[src/rtl/core_pkg.sv]
// Shared core definitions: ALU select codes (the single source shared with the ALU),
// RV32I opcodes, operand-source encodings and the decoded-instruction bundle.
package core_pkg;

    // ALU operation select
    localparam logic [3:0] ALU_ADD  = 4'd0;
    localparam logic [3:0] ALU_SUB  = 4'd1;
    localparam logic [3:0] ALU_SLL  = 4'd2;
    localparam logic [3:0] ALU_SLT  = 4'd3;
    localparam logic [3:0] ALU_SLTU = 4'd4;
    localparam logic [3:0] ALU_XOR  = 4'd5;
    localparam logic [3:0] ALU_SRL  = 4'd6;
    localparam logic [3:0] ALU_SRA  = 4'd7;
    localparam logic [3:0] ALU_OR   = 4'd8;
    localparam logic [3:0] ALU_AND  = 4'd9;
    localparam logic [3:0] ALU_EQ   = 4'd10;
    localparam logic [3:0] ALU_NE   = 4'd11;
    localparam logic [3:0] ALU_LT   = 4'd12;
    localparam logic [3:0] ALU_GE   = 4'd13;
    localparam logic [3:0] ALU_LTU  = 4'd14;
    localparam logic [3:0] ALU_GEU  = 4'd15;

    // RV32I major opcodes
    localparam logic [6:0] OPC_LOAD   = 7'b0000011;
    localparam logic [6:0] OPC_FENCE  = 7'b0001111;
    localparam logic [6:0] OPC_OP_IMM = 7'b0010011;
    localparam logic [6:0] OPC_AUIPC  = 7'b0010111;
    localparam logic [6:0] OPC_STORE  = 7'b0100011;
    localparam logic [6:0] OPC_OP     = 7'b0110011;
    localparam logic [6:0] OPC_LUI    = 7'b0110111;
    localparam logic [6:0] OPC_BRANCH = 7'b1100011;
    localparam logic [6:0] OPC_JALR   = 7'b1100111;
    localparam logic [6:0] OPC_JAL    = 7'b1101111;
    localparam logic [6:0] OPC_SYSTEM = 7'b1110011;

    // Operand source encodings
    localparam logic [1:0] OP1_RS1  = 2'd0;
    localparam logic [1:0] OP1_PC   = 2'd1;
    localparam logic [1:0] OP1_ZERO = 2'd2;
    localparam logic       OP2_RS2  = 1'b0;
    localparam logic       OP2_IMM  = 1'b1;

    localparam logic [6:0] FUNCT7_BASE = 7'h00;
    localparam logic [6:0] FUNCT7_ALT  = 7'h20;

    typedef enum logic [2:0] {
        ImmNone,
        ImmI,
        ImmS,
        ImmB,
        ImmU,
        ImmJ
    } imm_fmt_e;

    // All-zero value is the reset / NOP state: ADD, rs1 + rs2, no side effects.
    typedef struct packed {
        logic [3:0]  alusel;
        logic [1:0]  op1_sel;
        logic        op2_sel;
        logic [31:0] imm;
        logic [4:0]  rs1;
        logic [4:0]  rs2;
        logic [4:0]  rd;
        logic        rf_we;
        logic        mem_re;
        logic        mem_we;
        logic [2:0]  mem_size;
        logic        branch;
        logic        jal;
        logic        jalr;
        logic        illegal;
    } dec_t;

    // Build the sign-extended immediate for a given encoding format.
    function automatic logic [31:0] gen_imm(input logic [31:0] instr, input imm_fmt_e fmt);
        logic [31:0] imm;
        imm = '0;
        case (fmt)
            ImmI:    imm = {{20{instr[31]}}, instr[31:20]};
            ImmS:    imm = {{20{instr[31]}}, instr[31:25], instr[11:7]};
            ImmB:    imm = {{19{instr[31]}}, instr[31], instr[7], instr[30:25],
                            instr[11:8], 1'b0};
            ImmU:    imm = {instr[31:12], 12'b0};
            ImmJ:    imm = {{11{instr[31]}}, instr[31], instr[19:12], instr[20],
                            instr[30:21], 1'b0};
            default: imm = '0;
        endcase
        return imm;
    endfunction

endpackage

[src/rtl/core_decode_comb.sv]
// Combinational RV32I instruction-to-fields decode.
// Optional feature macro: CORE_DECODE_ILLEGAL_EN -- when defined, undecodable encodings
// raise the illegal flag; otherwise they decode as a NOP with the flag held at 0.
module core_decode_comb
    import core_pkg::*;
(
    input  logic [31:0] instr_i,
    output dec_t        dec_o
);

    logic [6:0] opcode;
    logic [2:0] funct3;
    logic [6:0] funct7;
    logic       legal;
    imm_fmt_e   fmt;
    dec_t       dec;

    assign opcode = instr_i[6:0];
    assign funct3 = instr_i[14:12];
    assign funct7 = instr_i[31:25];

    // Decode opcode/funct fields into ALU select, operand sources and control flags
    always_comb begin
        dec         = '0;
        legal       = 1'b1;
        fmt         = ImmNone;
        dec.rs1     = instr_i[19:15];
        dec.rs2     = instr_i[24:20];
        dec.rd      = instr_i[11:7];
        dec.alusel  = ALU_ADD;
        dec.op1_sel = OP1_RS1;
        dec.op2_sel = OP2_RS2;

        case (opcode)
            OPC_OP: begin
                dec.rf_we = 1'b1;
                case (funct3)
                    3'd0:    dec.alusel = funct7[5] ? ALU_SUB : ALU_ADD;
                    3'd1:    dec.alusel = ALU_SLL;
                    3'd2:    dec.alusel = ALU_SLT;
                    3'd3:    dec.alusel = ALU_SLTU;
                    3'd4:    dec.alusel = ALU_XOR;
                    3'd5:    dec.alusel = funct7[5] ? ALU_SRA : ALU_SRL;
                    3'd6:    dec.alusel = ALU_OR;
                    default: dec.alusel = ALU_AND;
                endcase
                // Only SUB and SRA use the alternate funct7
                if (funct7 == FUNCT7_BASE) begin
                    legal = 1'b1;
                end else if (funct7 == FUNCT7_ALT && (funct3 == 3'd0 || funct3 == 3'd5)) begin
                    legal = 1'b1;
                end else begin
                    legal = 1'b0;
                end
            end

            OPC_OP_IMM: begin
                fmt         = ImmI;
                dec.op2_sel = OP2_IMM;
                dec.rs2     = '0;
                dec.rf_we   = 1'b1;
                case (funct3)
                    3'd0:    dec.alusel = ALU_ADD;
                    3'd1:    dec.alusel = ALU_SLL;
                    3'd2:    dec.alusel = ALU_SLT;
                    3'd3:    dec.alusel = ALU_SLTU;
                    3'd4:    dec.alusel = ALU_XOR;
                    3'd5:    dec.alusel = funct7[5] ? ALU_SRA : ALU_SRL;
                    3'd6:    dec.alusel = ALU_OR;
                    default: dec.alusel = ALU_AND;
                endcase
                // Shift-immediates carry funct7 in the upper immediate bits
                if (funct3 == 3'd1) begin
                    legal = (funct7 == FUNCT7_BASE);
                end else if (funct3 == 3'd5) begin
                    legal = (funct7 == FUNCT7_BASE) || (funct7 == FUNCT7_ALT);
                end
            end

            OPC_LOAD: begin
                fmt          = ImmI;
                dec.op2_sel  = OP2_IMM;
                dec.rs2      = '0;
                dec.rf_we    = 1'b1;
                dec.mem_re   = 1'b1;
                dec.mem_size = funct3;
                legal        = (funct3 != 3'd3) && (funct3 != 3'd6) && (funct3 != 3'd7);
            end

            OPC_STORE: begin
                fmt          = ImmS;
                dec.op2_sel  = OP2_IMM;
                dec.rd       = '0;
                dec.mem_we   = 1'b1;
                dec.mem_size = funct3;
                legal        = (funct3 <= 3'd2);
            end

            OPC_BRANCH: begin
                fmt        = ImmB;
                dec.rd     = '0;
                dec.branch = 1'b1;
                case (funct3)
                    3'd0:    dec.alusel = ALU_EQ;
                    3'd1:    dec.alusel = ALU_NE;
                    3'd4:    dec.alusel = ALU_LT;
                    3'd5:    dec.alusel = ALU_GE;
                    3'd6:    dec.alusel = ALU_LTU;
                    3'd7:    dec.alusel = ALU_GEU;
                    default: legal = 1'b0;
                endcase
            end

            OPC_JAL: begin
                fmt         = ImmJ;
                dec.op1_sel = OP1_PC;
                dec.op2_sel = OP2_IMM;
                dec.rs1     = '0;
                dec.rs2     = '0;
                dec.rf_we   = 1'b1;
                dec.jal     = 1'b1;
            end

            OPC_JALR: begin
                fmt         = ImmI;
                dec.op2_sel = OP2_IMM;
                dec.rs2     = '0;
                dec.rf_we   = 1'b1;
                dec.jalr    = 1'b1;
                legal       = (funct3 == 3'd0);
            end

            OPC_LUI: begin
                fmt         = ImmU;
                dec.op1_sel = OP1_ZERO;
                dec.op2_sel = OP2_IMM;
                dec.rs1     = '0;
                dec.rs2     = '0;
                dec.rf_we   = 1'b1;
            end

            OPC_AUIPC: begin
                fmt         = ImmU;
                dec.op1_sel = OP1_PC;
                dec.op2_sel = OP2_IMM;
                dec.rs1     = '0;
                dec.rs2     = '0;
                dec.rf_we   = 1'b1;
            end

            // Fences and system instructions have no architectural effect here
            OPC_FENCE, OPC_SYSTEM: begin
                fmt         = ImmI;
                dec.op2_sel = OP2_IMM;
                dec.rs2     = '0;
                dec.rf_we   = 1'b0;
            end

            default: legal = 1'b0;
        endcase

        dec.imm = gen_imm(instr_i, fmt);

        // x0 is never written
        if (dec.rd == 5'd0) begin
            dec.rf_we = 1'b0;
        end

        // Undecodable encodings collapse to the NOP bundle
        if (!legal) begin
            dec = '0;
`ifdef CORE_DECODE_ILLEGAL_EN
            dec.illegal = 1'b1;
`endif
        end
    end

    assign dec_o = dec;

endmodule

[src/rtl/core_decode.sv]
// RV32I decode stage: valid/ready handshake and output pipeline register around
// core_decode_comb. Optional feature macro: CORE_DECODE_ILLEGAL_EN (illegal-flag reporting).
module core_decode
    import core_pkg::*;
(
    input  logic        clk,
    input  logic        rst,
    input  logic        in_valid,
    output logic        in_ready,
    input  logic [31:0] in_instr,
    input  logic [31:0] in_pc,
    input  logic        flush,
    output logic        out_valid,
    input  logic        out_ready,
    output logic [31:0] out_pc,
    output logic [3:0]  out_alusel,
    output logic [1:0]  out_op1_sel,
    output logic        out_op2_sel,
    output logic [31:0] out_imm,
    output logic [4:0]  out_rs1,
    output logic [4:0]  out_rs2,
    output logic [4:0]  out_rd,
    output logic        out_rf_we,
    output logic        out_mem_re,
    output logic        out_mem_we,
    output logic [2:0]  out_mem_size,
    output logic        out_branch,
    output logic        out_jal,
    output logic        out_jalr,
    output logic        out_illegal
);

    dec_t        dec_comb;
    dec_t        dec_d, dec_q;
    logic [31:0] pc_d, pc_q;
    logic        valid_d, valid_q;
    logic        accept;

    core_decode_comb u_comb (
        .instr_i (in_instr),
        .dec_o   (dec_comb)
    );

    // Ready whenever the output slot is empty or being drained; never during reset or flush
    always_comb begin
        in_ready = !rst && !flush && (!valid_q || out_ready);
        accept   = in_valid && in_ready;
    end

    // Next-state: flush kills the slot, accept loads it, a drain without refill empties it
    always_comb begin
        valid_d = valid_q;
        dec_d   = dec_q;
        pc_d    = pc_q;
        if (flush) begin
            valid_d = 1'b0;
        end else if (accept) begin
            valid_d = 1'b1;
            dec_d   = dec_comb;
            pc_d    = in_pc;
        end else if (out_ready) begin
            valid_d = 1'b0;
        end
    end

    // Pipeline register with synchronous reset to the all-zero NOP bundle
    always_ff @(posedge clk) begin
        if (rst) begin
            valid_q <= 1'b0;
            dec_q   <= '0;
            pc_q    <= '0;
        end else begin
            valid_q <= valid_d;
            dec_q   <= dec_d;
            pc_q    <= pc_d;
        end
    end

    // Drive the registered fields onto the execute-stage interface
    always_comb begin
        out_valid    = valid_q;
        out_pc       = pc_q;
        out_alusel   = dec_q.alusel;
        out_op1_sel  = dec_q.op1_sel;
        out_op2_sel  = dec_q.op2_sel;
        out_imm      = dec_q.imm;
        out_rs1      = dec_q.rs1;
        out_rs2      = dec_q.rs2;
        out_rd       = dec_q.rd;
        out_rf_we    = dec_q.rf_we;
        out_mem_re   = dec_q.mem_re;
        out_mem_we   = dec_q.mem_we;
        out_mem_size = dec_q.mem_size;
        out_branch   = dec_q.branch;
        out_jal      = dec_q.jal;
        out_jalr     = dec_q.jalr;
`ifdef CORE_DECODE_ILLEGAL_EN
        out_illegal  = dec_q.illegal;
`else
        out_illegal  = 1'b0;
`endif
    end

endmodule

[config.mk]
export PLATFORM = sky130hd
export DESIGN_NAME = core_decode
export DESIGN_NICKNAME = d
export VERILOG_FILES = /design/src/rtl/core_pkg.sv /design/src/rtl/core_decode_comb.sv /design/src/rtl/core_decode.sv
export SDC_FILE = /design/constraint.sdc
export NUM_CORES = 1
export LEC_CHECK = 0
export ABC_AREA = 1
export CORE_UTILIZATION = 45
export DETAILED_ROUTE_END_ITERATION = 10
export DONT_BUFFER_PORTS = 1
export HOLD_SLACK_MARGIN = 0.15
export SKIP_CTS_REPAIR_TIMING = 1
export SLEW_MARGIN = 10
export SYNTH_ARGS = -nofsm -noshare
export SYNTH_HDL_FRONTEND = slang
export SYNTH_SLANG_ARGS = --single-unit
[constraint.sdc]
create_clock -name clk -period 1.67 [get_ports clk]
set_clock_uncertainty 0.1 [all_clocks]
set_input_delay 0.334 -clock clk [delete_from_list [all_inputs] [get_ports clk]]
set_output_delay 0.334 -clock clk [all_outputs]
set_load 0.005 [all_outputs]
==> results of run 1 <==
==> metal layers <==
layer	vias to the layer above	wire length, um	global-route usage (%)
met5	-	0	0
met4	0	112	5.87
met3	7	1260	7.99
met2	140	6380	38.8
met1	2032	5850	28.8
li1	2264	-	-
==> final timing paths <==
path | from | to | slack [ns] | cells past startpoint
setup / recovery | out_valid$_SDFFE_PP0P_ | in_ready | 0.09 | 4
hold / removal | rst | out_pc[14]$_SDFFE_PP0P_ | -0.09 | 1
setup reg to reg | out_valid$_SDFFE_PP0P_ | out_rd[0]$_SDFFE_PP0P_ | 0.13 | 8
hold reg to reg | out_pc[18]$_SDFFE_PP0P_ | out_pc[18]$_SDFFE_PP0P_ | 0.39 | 2
==> final cells by class <==
type                    instances  area share, %
well taps                     140           3.13
inverters                      48           3.24
flip-flops and latches         96           34.3
repair buffers                 48           8.42
clock inverters                 6           1.34
clock buffers                  10           2.46
multi-input cells             507           47.1
==> through the flow <==
stage | total power (W) | setup slack [ns]
3_5_place_dp | 0.00272 | -0.260
6_report | 0.00433 | 0.0877
3_3_place_gp | 0.00272 | -0.248
4_1_cts | 0.00436 | 0.0295
2_1_floorplan | 0.00267 | 0.000692
5_1_grt | 0.00450 | 0.00926
==> sequential cells by signal, indices dropped and copies added, names as in the netlist <==
signal	flops
out_imm	32
out_pc	32
out_rd	5
out_rs1	5
out_rs2	5
out_alusel	4
out_mem_size	3
out_op1_sel	2
out_branch	1
out_jal	1
out_jalr	1
out_mem_re	1
out_mem_we	1
out_op2_sel	1
out_rf_we	1
out_valid	1
==> worst reg2reg max path: stages (launching register included) <==
cell and delay (ns):
sky130_fd_sc_hd__dfxtp_1 0.35, sky130_fd_sc_hd__inv_1 0.04, sky130_fd_sc_hd__nor2_1 0.15, sky130_fd_sc_hd__nor2_2 0.09
sky130_fd_sc_hd__nand2_4 0.11, sky130_fd_sc_hd__clkinv_2 0.17, sky130_fd_sc_hd__clkbuf_16 0.25, sky130_fd_sc_hd__nand3_1 0.11
sky130_fd_sc_hd__a21oi_1 0.06
==> kinds of logic after synthesis <==
logic type             Yosys count  share of synthesized area, %
flip-flops                      96                          38.4
other                            1                        0.0749
AND/OR/NAND/NOR                369                          35.0
AO/OA/AOI/OAI                  137                          17.2
buffers and inverters           96                          9.37
==> power groups by stage <==
stage	clock network, W	registers, W	logic (W)
final	0.00164	0.00234	0.000350
after global routing	0.00177	0.00234	0.000389
after CTS	0.00169	0.00234	0.000334
after detailed placement	0	0.00239	0.000333
after global placement	0	0.00239	0.000329
after floorplan	0	0.00238	0.000291
==> placed cells by master (no fill, tap or decap), types with 2 or more instances in the layout <==
cell type and n:
sky130_fd_sc_hd__buf_4 36, sky130_fd_sc_hd__inv_8 2, sky130_fd_sc_hd__clkinv_2 2, sky130_fd_sc_hd__inv_2 5
sky130_fd_sc_hd__dlygate4sd3_1 3, sky130_fd_sc_hd__a31o_1 2, sky130_fd_sc_hd__nor2_1 53, sky130_fd_sc_hd__buf_12 6
sky130_fd_sc_hd__o211ai_1 2, sky130_fd_sc_hd__dfxtp_1 96, sky130_fd_sc_hd__nand3_2 41, sky130_fd_sc_hd__nor2_2 4
sky130_fd_sc_hd__nor2_4 3, sky130_fd_sc_hd__o21a_1 2, sky130_fd_sc_hd__nand3_1 31, sky130_fd_sc_hd__clkbuf_8 10
sky130_fd_sc_hd__a31o_2 4, sky130_fd_sc_hd__nand2_1 224, sky130_fd_sc_hd__inv_1 42, sky130_fd_sc_hd__o21ai_0 22
sky130_fd_sc_hd__nand2_2 5, sky130_fd_sc_hd__nand4_1 2, sky130_fd_sc_hd__a21oi_1 66, sky130_fd_sc_hd__a21oi_2 38
sky130_fd_sc_hd__nand2_4 2
==> results.py, run 1 <==
metrics = {
    "yosys": {
        "synth_enable_flop_cells": 0,
        "post-synth-top-count-cell": "sky130_fd_sc_hd__nand2_1",
        "synth_top_flop_cell": "sky130_fd_sc_hd__dfxtp_1",
        "mapped_avg_cell_area_um2": 7.16,
        "post_synth_arst_share_pct": 0,
        "synth_warnings": 0,
        "postSynthCellCount": 699,
        "post-synth-top-area-cell": "sky130_fd_sc_hd__dfxtp_1",
        "synth.top_cells.by_count": "225 x sky130_fd_sc_hd__nand2_1, 96 x sky130_fd_sc_hd__dfxtp_1, 66 x sky130_fd_sc_hd__a21oi_1",
        "number_of_distinct_library_cell_variants_in_the_gate_level_netlist_after_synthesis": 31,
        "synth.top_cells.by_area": "sky130_fd_sc_hd__dfxtp_1 38%, sky130_fd_sc_hd__nand2_1 17%, sky130_fd_sc_hd__nand3_2 8.2%, sky130_fd_sc_hd__a21oi_2 6.6%, sky130_fd_sc_hd__a21oi_1 6.6%",
        "postSynthNetCount": 768,
        "synth_area_um2": 5010,
        "synth.yosys.seq_area_share_pct": 38.4,
        "post-synth-top-area-fraction_pct": 38.4,
        "synth_seq_cells": 96,
    },
    "finish": {
        "finish.cell_count_without_fillers": 855,
        "multi_input_area_um2": 2640,
        "layout-area-overhead-vs-synth_pct": 11.8,
        "finish.net_count": 779,
        "finish.instance_area_um2": 5600,
        "antenna_cells": 0,
        "fillerInstances": 1112,
        "share_of_post_route_cells_with_drive_strength_above_1_pct": 23.1,
        "layout.area.seq_um2": 1920,
        "postLayoutCoreUtil_pct": 51.7,
    },
    "worst_setup_path": {
        "worstSetupEndpointType": "output port",
        "cpLargestDelayFamily": "flip-flops",
        "worst-endpoint-required_ns": 1.24,
        "crit_fanout": 2,
        "critical_path_arrival_ns": 1.15,
        "setup.worst_path.start_class": "register",
        "crit_buf_inv": 2,
        "critical_path.max_stage_delay_ns": 0.35,
        "critical_path_class": "register to output port",
        "cp_cell_sequence": "inv_1 -> nor2_1 -> nor2_2 -> buf_4",
        "critical_path.slowest_cell": "sky130_fd_sc_hd__dfxtp_1",
    },
    "power_and_ir_drop": {
        "sw_frac_of_total_pct": 26.0,
        "power_frac_clock_pct": 38.0,
        "p_per_area_nw_per_um2": 773,
        "power.share.combinational_pct": 8.1,
        "internal_power_w": 0.00321,
        "total_switching_power_w": 0.00112,
        "max-vdd-ir-drop_mv": 0.462,
        "leakagePower_nw": 2.18,
        "power.share.sequential_pct": 53.9,
    },
    "clock_network": {
        "clock_latency_ns": 0.38,
        "cts_inserted_buffers": 9,
        "clk_root_buffer_cell": "sky130_fd_sc_hd__clkbuf_8",
        "clk_path_buf_depth": 2,
        "cts_sinks": 96,
        "clk_transition_reported_paths_ns": 0.10,
        "cts.htree.levels": 3,
        "tritoncts": "built",
    },
    "routing": {
        "antenna_left": 0,
        "drc_errors": 0,
        "route.vias.total": 4443,
        "detail_route.wl_per_cell_um": 15.9,
        "viasPerCell": 5.20,
        "pre_antenna_drt_iters": 4,
        "routed_wirelength_um": 13600,
        "detail_route.iter0.violations": 319,
    },
    "sta": {
        "holdWs_ns": -0.0884,
        "hold_viol": 46,
        "timing.setup.tns_ns": 0,
        "clock.fmax_ghz": 0.632,
        "finalMaxSlewViolations": 0,
        "setup_repair_after_global_routing_missed_its_margin": "no",
        "setup_viol": 0,
        "min_period_ns": 1.58,
        "layout_worst_path_cycle_share_pct": 94.7,
    },
    "grt": {
        "grt_start_max_net_pins": 97,
        "grt_pass1_wl_um": 20900,
        "grt_usage_pct": 23.3,
        "vias_in_the_first_global_route": 4148,
        "grt-ovfl-total": 0,
        "antenna_found_initial": 0,
    },
    "worst_hold_path": {
        "holdCritPathClass": "primary input to register",
    },
    "floorplanning": {
        "design.portCount": 167,
        "core_um2": 10800,
        "die-area_um2": 11600,
        "dieWidth_um": 107,
        "row_count": 38,
        "start_util_pct": 46.2,
        "fp.dieH_um": 107,
    },
    "run": {
        "drv_cap": 0,
    },
    "placement": {
        "dp.final_hpwl_um": 9820,
        "final_weighted_congestion_in_routability_driven_placement": 0.908,
        "numPlacedInstances": 835,
        "port_buffers": 0,
        "placedInstanceArea_um2": 5320,
    },
    "run_status": {
        "status": "finished with violations",
        "violations": "hold timing",
    },
}
No activity file was read; power rests on OpenSTA's default activity.
==> run 2, diff against run 1 <==
Settings changed: GPL_TIMING_DRIVEN from default to 0, SYNTH_HIERARCHICAL from default to 1.
==> run 2 against run 1 <==
Effect of this change: the run ends with setup timing left; routed wire length increased by 28%; critical path type is now primary input to register; clock-buffer cell count did not move; highest routed layer unchanged; critical path depth is 10 higher.
==> results.py, run 2 <==
metrics = {
    "clock_network": {
        "tritoncts": "built",
        "cts_inserted_buffers": 9,
        "clk_root_buffer_cell": "sky130_fd_sc_hd__clkbuf_16",
        "cts.htree.levels": 3,
        "clk_path_buf_depth": 2,
        "cts_sinks": 96,
        "clk_transition_reported_paths_ns": 0.07,
        "clock_latency_ns": 0.35,
    },
    "sta": {
        "setup_ws_ns": -0.000227,
        "setup_viol": 1,
        "setup_repair_after_global_routing_missed_its_margin": "yes",
        "finalMaxSlewViolations": 0,
        "worst_pin_slew_ns": 0.576,
        "min_period_ns": 1.67,
        "hold_viol": 0,
        "clock.fmax_ghz": 0.599,
        "layout_worst_path_cycle_share_pct": 100,
        "slew_headroom_pct": 61.6,
    },
    "yosys": {
        "postSynthCellCount": 1135,
        "synth_warnings": 6,
        "mapped_avg_cell_area_um2": 5.92,
        "synth_area_um2": 6720,
        "postSynthNetCount": 1209,
    },
    "floorplanning": {
        "row_count": 44,
        "fp.dieH_um": 124,
        "die-area_um2": 15400,
        "start_util_pct": 46.2,
        "design.portCount": 167,
        "dieWidth_um": 124,
        "core_um2": 14500,
    },
    "grt": {
        "grt_start_max_net_pins": 18,
        "antenna_found_initial": 0,
        "vias_in_the_first_global_route": 5689,
        "grt_usage_pct": 22.4,
        "grt_pass1_wl_um": 28200,
        "grt-ovfl-total": 0,
    },
    "worst_setup_path": {
        "crit_fanout": 8,
        "worst-endpoint-required_ns": 1.82,
        "ff_to_ff_setup_slack_ns": 0.13,
        "worstSetupEndpointType": "register",
        "critical_path_class": "primary input to register",
        "r2r-start": "out_valid$_SDFFE_PP0P_",
        "critical_path_arrival_ns": 1.82,
        "worstReg2RegEnd": "out_rd[3]$_SDFFE_PP0P_",
        "setup.worst_path.start_class": "primary input",
        "worst-r2r-cell-count": 6,
    },
    "power_and_ir_drop": {
        "max-vdd-ir-drop_mv": 0.478,
        "leakagePower_nw": 3.86,
        "power_w": 0.00551,
        "p_per_area_nw_per_um2": 705,
    },
    "finish": {
        "fillerInstances": 1556,
        "layout-area-overhead-vs-synth_pct": 16.3,
        "antenna_cells": 0,
        "most-common-layout-cells": "301 x sky130_fd_sc_hd__inv_1, 283 x sky130_fd_sc_hd__nand2_1, 126 x sky130_fd_sc_hd__nor2_1",
        "finish.net_count": 1248,
        "share_of_post_route_cells_with_drive_strength_above_1_pct": 14.7,
        "leading_cell_type_in_the_layout_fill_and_taps_excluded": "sky130_fd_sc_hd__inv_1",
        "finish.cell_count_without_fillers": 1363,
    },
    "routing": {
        "detail_route.wl_per_cell_um": 12.8,
        "antenna_left": 0,
        "viasPerCell": 4.62,
        "route.vias.total": 6295,
        "routed_wirelength_um": 17400,
        "drc_errors": 0,
        "detail_route.iter0.violations": 327,
        "pre_antenna_drt_iters": 5,
    },
    "worst_hold_path": {
        "holdCritPathClass": "primary input to register",
        "hp-start": "in_pc[16]",
        "worstHoldEndpoint": "out_pc[16]$_SDFFE_PP0P_",
        "worstHoldPathCells": 4,
    },
    "run_status": {
        "status": "finished with violations",
        "violations": "setup timing",
    },
    "placement": {
        "dp.final_hpwl_um": 13100,
        "detailedPlace.worstSlack_ns": -0.393,
        "port_buffers": 0,
        "numPlacedInstances": 1319,
        "final_weighted_congestion_in_routability_driven_placement": 0.915,
    },
    "run": {
        "drv_cap": 0,
    },
}
-- run 2: final cells by class --
cell class	count	area [um^2]	area share, %
buffer	67	452	5.78
sequential	96	1920	24.6
clock buffer	10	229	2.93
inverter	317	1210	15.5
timing repair buffer	28	295	3.78
multi-input combinational	655	3400	43.5
tap	184	230	2.94
clock inverter	6	73.8	0.944
-- run 2: how the worst max path moves through the flow --
stage | startpoint | end | slack (ns) | cells past startpoint
5_1_grt | in_instr[5] | out_imm[31]$_SDFFE_PP0P_ | -0.06 | 16
3_3_place_gp | in_instr[1] | out_imm[31]$_SDFFE_PP0P_ | -0.40 | 13
2_1_floorplan | in_instr[1] | out_imm[22]$_SDFFE_PP0P_ | -0.09 | 16
6_report | in_instr[1] | out_imm[0]$_SDFFE_PP0P_ | -0.0002 | 14
3_5_place_dp | in_instr[1] | out_imm[31]$_SDFFE_PP0P_ | -0.39 | 13
4_1_cts | flush | in_ready | -0.28 | 5
-- run 2: power breakdown --
group / switching, W / total [W] / leakage (nW) / internal, W
clock network: 0.000957 / 0.00214 / 0.142 / 0.00118
registers: 0.0000898 / 0.00250 / 0.785 / 0.00241
logic: 0.000545 / 0.000876 / 2.93 / 0.000331
total: 0.00159 / 0.00551 / 3.86 / 0.00392
-- run 2: per-stage QoR --
stage / TNS [ns] / instance area, um^2 / utilization [%] / hold slack, ns
after floorplan: -3.18 / 6800 / - / 0.403
after global placement: -20.84 / 7030 / 48.4 / 0.415
after detailed placement: -19.38 / 7030 / 48.4 / 0.416
after CTS: -5.43 / 7330 / 50.5 / 0.107
after global routing: -0.945 / 7820 / 53.8 / 0.150
final: -0.000227 / 7820 / 53.8 / 0.118
-- run 2: routing by layer --
metal  up-vias  routed length (um)  GRT usage, %
met5         -                   0             0
met4         0                 155          5.10
met3        12                1160          6.34
met2       151                8200          37.1
met1      2740                7920          28.5
li1       3392                   -             -
-- run 2: critical path: stages --
cell,delay [ns]
sky130_fd_sc_hd__nand2_8,0.06
sky130_fd_sc_hd__inv_8,0.04
sky130_fd_sc_hd__nand2_8,0.10
sky130_fd_sc_hd__buf_4,0.12
sky130_fd_sc_hd__nor2_2,0.04
sky130_fd_sc_hd__nor2_1,0.16
sky130_fd_sc_hd__nand3_2,0.18
sky130_fd_sc_hd__buf_4,0.21
sky130_fd_sc_hd__a21oi_1,0.22
sky130_fd_sc_hd__nor2_4,0.06
sky130_fd_sc_hd__inv_2,0.06
sky130_fd_sc_hd__nand4_1,0.09
sky130_fd_sc_hd__nand2_1,0.09
sky130_fd_sc_hd__nor2_2,0.04
